==> src/rtl/mdio_c22_master_if.sv <==
// Request/completion port of the Clause 22 MDIO master.
// The requester drives the address, direction and write data.
// The MDIO master returns the read data and a one-cycle completion pulse.
interface mdio_c22_master_if;
   logic [15:0] paddr;
   logic        pwrite;
   logic        psel;
   logic        penable;
   logic [15:0] pwdata;
   logic [15:0] prdata;
   logic        pready;

   modport master (
      output paddr, pwrite, psel, penable, pwdata,
      input  prdata, pready
   );

   modport slave (
      input  paddr, pwrite, psel, penable, pwdata,
      output prdata, pready
   );
endinterface

==> src/rtl/mdio_c22_master.sv <==
// Multi-lane IEEE 802.3 Clause 22 MDIO master.
// Each request serialises one read or write frame on lane paddr[15:12]. All lanes share one MDC.
// Each MDC period is DIV clk cycles: MDC is low for the first half and high for the second half.
// Build option MDIO_PRE_SUPPRESS_EN: when defined, the 32-bit preamble is skipped.
module mdio_c22_master #(
   parameter int unsigned DIV  = 10000,
   parameter int unsigned NBUS = 5
) (
   input  logic            clk,
   input  logic            rst,
   output logic            mdc,
   output logic [NBUS-1:0] mdo,
   input  logic [NBUS-1:0] mdi,
   output logic [NBUS-1:0] mdt,
   mdio_c22_master_if.slave apb
);

   localparam int unsigned   DW       = $clog2(DIV);
   localparam logic [DW-1:0] DIV_LAST = DW'(DIV - 1);
   localparam logic [DW-1:0] HALF     = DW'(DIV / 2);
   localparam logic [DW-1:0] HALF_M1  = DW'(DIV / 2 - 1);
   localparam logic [4:0]    NBUS_W   = 5'(NBUS);

   typedef enum logic [2:0] {IDLE, PRE, HDR, TA, DATA, GAP, DONE} state_t;

`ifdef MDIO_PRE_SUPPRESS_EN
   localparam state_t FIRST_ST = HDR;
`else
   localparam state_t FIRST_ST = PRE;
`endif

   state_t            state_q, state_d;
   logic [DW-1:0]     div_q, div_d;
   logic [4:0]        bit_q, bit_d;
   logic [31:0]       sh_q, sh_d;
   logic [15:0]       rd_q, rd_d;
   logic [15:0]       prdata_q, prdata_d;
   logic [3:0]        sel_q, sel_d;
   logic              wr_q, wr_d;
   logic              mdc_q, mdc_d;
   logic [NBUS-1:0]   mdo_q, mdo_d;
   logic [NBUS-1:0]   mdt_q, mdt_d;

   logic              mdi_sel;
   logic [4:0]        last_bit;
   logic              bit_start;
   logic              lane_drive;
   logic              lane_val;
   logic              unused_apb;

   assign unused_apb = ^{apb.penable, apb.paddr[6], apb.paddr[0]};

   // Pick the input data of the selected lane.
   always_comb begin
      mdi_sel = 1'b1;
      for (int unsigned i = 0; i < NBUS; i++) begin
         if (sel_q == 4'(i)) mdi_sel = mdi[i];
      end
   end

   // Index of the last bit period in each frame field.
   always_comb begin
      case (state_q)
         PRE:     last_bit = 5'd31;
         HDR:     last_bit = 5'd13;
         TA:      last_bit = 5'd1;
         DATA:    last_bit = 5'd15;
         default: last_bit = 5'd0;
      endcase
   end

   // Next state, bit/divider counters and registered MDIO outputs.
   // The shift register holds ST, OP, PHYAD, REGAD, TA and data as one 32-bit word, MSB first.
   // For a read, the TA and data positions are loaded with ones, so mdo stays high while released.
   always_comb begin
      state_d   = state_q;
      div_d     = div_q;
      bit_d     = bit_q;
      sh_d      = sh_q;
      rd_d      = rd_q;
      prdata_d  = prdata_q;
      sel_d     = sel_q;
      wr_d      = wr_q;
      mdo_d     = mdo_q;
      mdt_d     = mdt_q;
      bit_start = 1'b0;

      case (state_q)
         IDLE: begin
            if (apb.psel) begin
               sel_d = apb.paddr[15:12];
               wr_d  = apb.pwrite;
               sh_d  = {2'b01, (apb.pwrite ? 2'b01 : 2'b10), apb.paddr[11:7], apb.paddr[5:1],
                        (apb.pwrite ? 2'b10 : 2'b11), (apb.pwrite ? apb.pwdata : 16'hFFFF)};
               div_d = '0;
               bit_d = '0;
               if ({1'b0, apb.paddr[15:12]} >= NBUS_W) begin
                  state_d = DONE;
                  if (!apb.pwrite) prdata_d = 16'hFFFF;
               end else begin
                  state_d   = FIRST_ST;
                  bit_start = 1'b1;
               end
            end
         end
         DONE: state_d = IDLE;
         default: begin
            if (div_q == DIV_LAST) begin
               div_d     = '0;
               bit_start = 1'b1;
               bit_d     = bit_q + 5'd1;
               if (state_q != PRE) sh_d = {sh_q[30:0], 1'b1};
               if (bit_q == last_bit) begin
                  bit_d = '0;
                  case (state_q)
                     PRE:  state_d = HDR;
                     HDR:  state_d = TA;
                     TA:   state_d = DATA;
                     DATA: state_d = GAP;
                     default: begin
                        state_d = DONE;
                        if (!wr_q) prdata_d = rd_q;
                     end
                  endcase
               end
            end else begin
               div_d = div_q + 1'b1;
               if (div_q == HALF_M1 && state_q == DATA && !wr_q) rd_d = {rd_q[14:0], mdi_sel};
            end
         end
      endcase

      mdc_d = (state_d inside {PRE, HDR, TA, DATA, GAP}) && (div_d >= HALF);

      lane_drive = (state_d == PRE) || (state_d == HDR) ||
                   (wr_d && (state_d == TA || state_d == DATA));
      lane_val   = (state_d == PRE) ? 1'b1 : (lane_drive ? sh_d[31] : 1'b1);

      if (bit_start) begin
         mdo_d = '1;
         mdt_d = '1;
         for (int unsigned i = 0; i < NBUS; i++) begin
            if (sel_d == 4'(i)) begin
               mdo_d[i] = lane_val;
               mdt_d[i] = !lane_drive;
            end
         end
      end
   end

   // State and output registers; reset aborts any frame in progress.
   always_ff @(posedge clk or posedge rst) begin
      if (rst) begin
         state_q  <= IDLE;
         div_q    <= '0;
         bit_q    <= '0;
         sh_q     <= '0;
         rd_q     <= '0;
         prdata_q <= '0;
         sel_q    <= '0;
         wr_q     <= 1'b0;
         mdc_q    <= 1'b0;
         mdo_q    <= '1;
         mdt_q    <= '1;
      end else begin
         state_q  <= state_d;
         div_q    <= div_d;
         bit_q    <= bit_d;
         sh_q     <= sh_d;
         rd_q     <= rd_d;
         prdata_q <= prdata_d;
         sel_q    <= sel_d;
         wr_q     <= wr_d;
         mdc_q    <= mdc_d;
         mdo_q    <= mdo_d;
         mdt_q    <= mdt_d;
      end
   end

   assign mdc        = mdc_q;
   assign mdo        = mdo_q;
   assign mdt        = mdt_q;
   assign apb.prdata = prdata_q;
   assign apb.pready = (state_q == DONE);

endmodule

==> src/flat_wrapper.sv <==
// flat-port wrapper written by rule: the top's interface ports become plain ports
module mdio_c22_master_flat 
#(
   parameter int unsigned DIV  = 10000,
   parameter int unsigned NBUS = 5
)
  (clk, rst, mdc, mdo, mdi, mdt, apb_paddr, apb_pwrite, apb_psel, apb_penable, apb_pwdata, apb_prdata, apb_pready);
  mdio_c22_master_if apb_i ();
  input  logic clk;
  input  logic rst;
  output logic mdc;
  output logic [NBUS-1:0] mdo;
  input  logic [NBUS-1:0] mdi;
  output logic [NBUS-1:0] mdt;
  input wire logic [$bits(apb_i.paddr)-1:0] apb_paddr;
  input wire logic [$bits(apb_i.pwrite)-1:0] apb_pwrite;
  input wire logic [$bits(apb_i.psel)-1:0] apb_psel;
  input wire logic [$bits(apb_i.penable)-1:0] apb_penable;
  input wire logic [$bits(apb_i.pwdata)-1:0] apb_pwdata;
  output wire logic [$bits(apb_i.prdata)-1:0] apb_prdata;
  output wire logic [$bits(apb_i.pready)-1:0] apb_pready;
  assign apb_i.paddr = apb_paddr;
  assign apb_i.pwrite = apb_pwrite;
  assign apb_i.psel = apb_psel;
  assign apb_i.penable = apb_penable;
  assign apb_i.pwdata = apb_pwdata;
  assign apb_prdata = apb_i.prdata;
  assign apb_pready = apb_i.pready;
  mdio_c22_master #(.DIV(DIV), .NBUS(NBUS)) u_core (.clk(clk), .rst(rst), .mdc(mdc), .mdo(mdo), .mdi(mdi), .mdt(mdt), .apb(apb_i));
endmodule
==> config.mk <==
export PLATFORM = sky130hd
export DESIGN_NAME = mdio_c22_master_flat
export DESIGN_NICKNAME = d
export VERILOG_FILES = /design/src/rtl/mdio_c22_master_if.sv /design/src/rtl/mdio_c22_master.sv /design/src/flat_wrapper.sv
export SDC_FILE = /design/constraint.sdc
export NUM_CORES = 1
export LEC_CHECK = 0
export CAP_MARGIN = 10
export CORE_MARGIN = 4
export CORE_UTILIZATION = 35
export DETAILED_ROUTE_END_ITERATION = 16
export DONT_BUFFER_PORTS = 1
export GPL_ROUTABILITY_DRIVEN = 0
export SETUP_SLACK_MARGIN = 0.2
export SYNTH_ARGS = -nofsm -noshare
export SYNTH_HDL_FRONTEND = slang
export SYNTH_SLANG_ARGS = --single-unit
==> constraint.sdc <==
create_clock -name clk -period 8.75 [get_ports clk]
set_input_delay 1.3125 -clock clk [delete_from_list [all_inputs] [get_ports clk]]
set_output_delay 1.3125 -clock clk [all_outputs]
set_load 0.01 [all_outputs]
==> impl_metrics.yaml <==
floorplan:
  start_util_pct: 35.69
  pin_count: 70
  dieHeight_um: 127.0
  die_x_um: 127.0
  dieArea_mm2: 0.01612
  coreArea_mm2: 0.01388
  std_cell_rows: 43
cells_and_area:
  nets: 531
  final_cells: 671
  num-fill-cells: 1398
  drive_above_1_share_pct: 12.42
  area_growth_pct: 7.830
  insertedDiodeCount: 0
sta:
  worst_pin_slew_ns: 1.081
  rsz0062_at_grt: "false"
  skew_ns: 0.009277
  period_share_pct: 40.86
  hold_viol: 0
  timing.fmax_ghz: 0.2797
  finalWorstSetupSlack_ns: 5.175
  min_period_ns: 3.575
  finalSetupViolations: 0
  fin_tns_setup_ns: 0
  relSlewSlack_pct: 27.96
  maxSlewViolCount: 0
route:
  via_count: 3718
  drt_iter0_drc: 268
  drc: 0
  avgRoutedWirePerCell_um: 16.04
  ant_nets: 0
  dr.pass1.iters: 5
  avgViaCountPerCell: 5.541
  wirelength_um: 10770
power:
  finalPower_uw: 859.3
  peakVddDrop_uv: 85.74
  leakage_nw: 2.419
  cellPowerDensity_mw_per_mm2: 160.9
critical_path:
  ff2ff_path_depth: 8
  path_cells: "nand2_1 > o22ai_1 > nand4_1 > o21ai_0 > nand3_1 > nor3_1 > o21ai_1"
  critPathKind: "in -> reg"
  end_kind: "flip-flop"
  critPathMaxStageDelay_ns: 1.02
  critPathArrivalTime_ns: 3.83
  cp_slowest_cell: "o22ai_1"
  cp_max_fo: 22
  cp.required_ns: 9.01
  startpoint_type: "input pin"
logic_synthesis:
  ys_ff_latch: 102
  synth_enable_flop_cells: 0
  synth_warnings: 0
  synth_top_area_cell: "dfrtp_1"
  ys_types: 64
  synthesis.nets: 549
  netlist_area_mm2: 0.004954
  ys.flop_type: "dfrtp_1"
  synth_cells: 505
  synth_area_leaders: "dfrtp_1 46%, dfstp_2 5.3%, nor2_1 5.2%, a21oi_1 4.6%, a221o_1 3.8%"
  synthArstFlopShare_pct: 100.0
  synth-seq-area-share_pct: 51.78
  avgSynthCellArea_um2: 9.809
  synth_top_area_share_pct: 46.48
global_routing:
  grt_pass1_vias: 3750
  grt_overflow: 0
  antenna_found_initial: 0
  grt_pass1_wl_um: 18470
  grt_max_degree: 71
  grt_usage_pct: 13.86
placed_design:
  dpl.cell_count: 655
  io_buffers: 0
  pre_cts_ws_ns: 4.799
  dp_hpwl_um: 7200
cts:
  h-tree-depth: 3
  clockBufferDepth: 2
  root_buffer: "clkbuf_16"
  post_cts_buffers: 0
  cts_buffers: 9
  cts.reportedPaths.clkPinSlew_ns: 0.06
  clkSinkCount: 102
  insertion_delay_ns: 0.34
  cts_resized: 0
  cts_tree: "built"
  postCtsHoldBufs: 0
run:
  maxCapViolCount: 0
status:
  status: "complete, no violations"
hold_path:
  min_delay_path_depth: 2
  min_path_type: "reg -> reg"
[cell usage in the layout, fill, tap and decap left out, drive strengths merged, types with 3 or more instances in the layout]
cell       n
nor2      70
a221o     19
nor3      20
nand2b     9
a21oi     46
dfrtp     92
nor4       3
nor2b      3
and2       3
and3       5
inv       34
a222oi    10
buf        5
o31ai      3
clkbuf    11
o21ai     35
nand3     10
mux2      16
dfstp     10
mux2i      4
nand2     29
a21o       4
clkinvlp   3
nand4      6
xnor2      4
[routing by layer]
layer / track usage [%] / routed length (um)
met5: 0 / 0
met1: 18.05 / 4892
met2: 22.14 / 5091
met3: 4.253 / 643
met4: 4.479 / 138
[worst max-delay path: cells and delay by family]
family / cells / cell delay (ns)
AND/OR/NAND/NOR: 4 / 1.03
AO/OA/AOI/OAI: 3 / 1.48
[through the flow]
step	hold WS (ns)	utilization (%)	cell area, um^2
5_1_grt	0.5287	38.48	5341
6_report	0.4983	38.48	5341
2_1_floorplan	0.4505	-	4954
3_3_place_gp	0.4732	36.40	5052
4_1_cts	0.5013	38.37	5326
3_5_place_dp	0.4833	36.40	5052
[Yosys cell counts (2+ instances only)]
cell type  instances
o41ai_1            2
a211oi_1           2
o21ai_0           30
and3_1             5
o21ai_1            4
dfrtp_1           92
mux2_2            16
a221o_1           19
nand2b_1           9
a222oi_1          10
xnor2_1            4
clkbuf_1          13
o31ai_1            3
a21oi_1           46
ha_1               2
nor2b_1            3
nand4_1            6
nor4_1             3
o22ai_1            2
nor3b_1            2
and2_1             2
nor2_2             2
nor3_2             2
buf_2             16
mux2i_1            3
nor2_1            68
a31oi_1            2
a21o_1             4
nand2_1           29
inv_1             33
buf_1              2
nor3_1            18
a22o_1             2
dfstp_2           10
nand3_1           10
[power by group]
| group | switching [mW] | total [mW] | internal, mW |
|---|---|---|---|
| logic | 0.0119 | 0.0147 | 0.00279 |
| clock network | 0.173 | 0.373 | 0.200 |
| registers | 0 | 0.471 | 0.471 |
[cells by family (layout without fill, tap and decap cells)]
logic type                 after synthesis  count (layout)  synth area share (%)
muxes                                   21              21                 5.153
and+or+nand+nor                        169             169                 16.44
xor gates and xnor gates                 5               5                0.8840
DFF                                    102             102                 51.78
adders and majority gates                2               2                0.5051
AOI/OAI and AO/OA                      139             139                 19.35
buffers and inverters                   67              53                 5.885
[flip-flops by register name (all words and copies together), names as in the netlist]
signal and cells:
u_core.apb.prdata 16, u_core.rd_q 16, u_core.state_q 3, u_core.wr_q 1
u_core.sel_q 4, u_core.mdo 5, u_core.bit_q 5, u_core.div_q 14
u_core.sh_q 32, u_core.mdt 5, u_core.mdc 1
[worst paths after layout]
kind | endpoint | startpoint | slack (ns)
max in group asynchronous | u_core.sel_q[1] | rst | 6.70
setup reg to reg | u_core.mdo[3] | u_core.state_q[0] | 5.18
hold reg to reg | u_core.sh_q[17] | u_core.sh_q[17] | 0.50
setup / recovery | u_core.mdo[3] | apb_psel | 5.18
hold / removal | u_core.sh_q[17] | u_core.sh_q[17] | 0.50
min in group asynchronous | u_core.apb.prdata[0] | rst | 0.83
[cell type report]
class,count,area (um^2),share of cell area (%)
Multi-Input combinational cell,336,2106,39.42
Tap cell,180,225.2,4.216
Clock inverter,4,31.28,0.5856
Clock buffer,11,242.7,4.544
Sequential cell,102,2565,48.02
Inverter,33,126.4,2.366
Timing Repair Buffer,5,45.04,0.8433
Power figures use the tool's default switching activity.
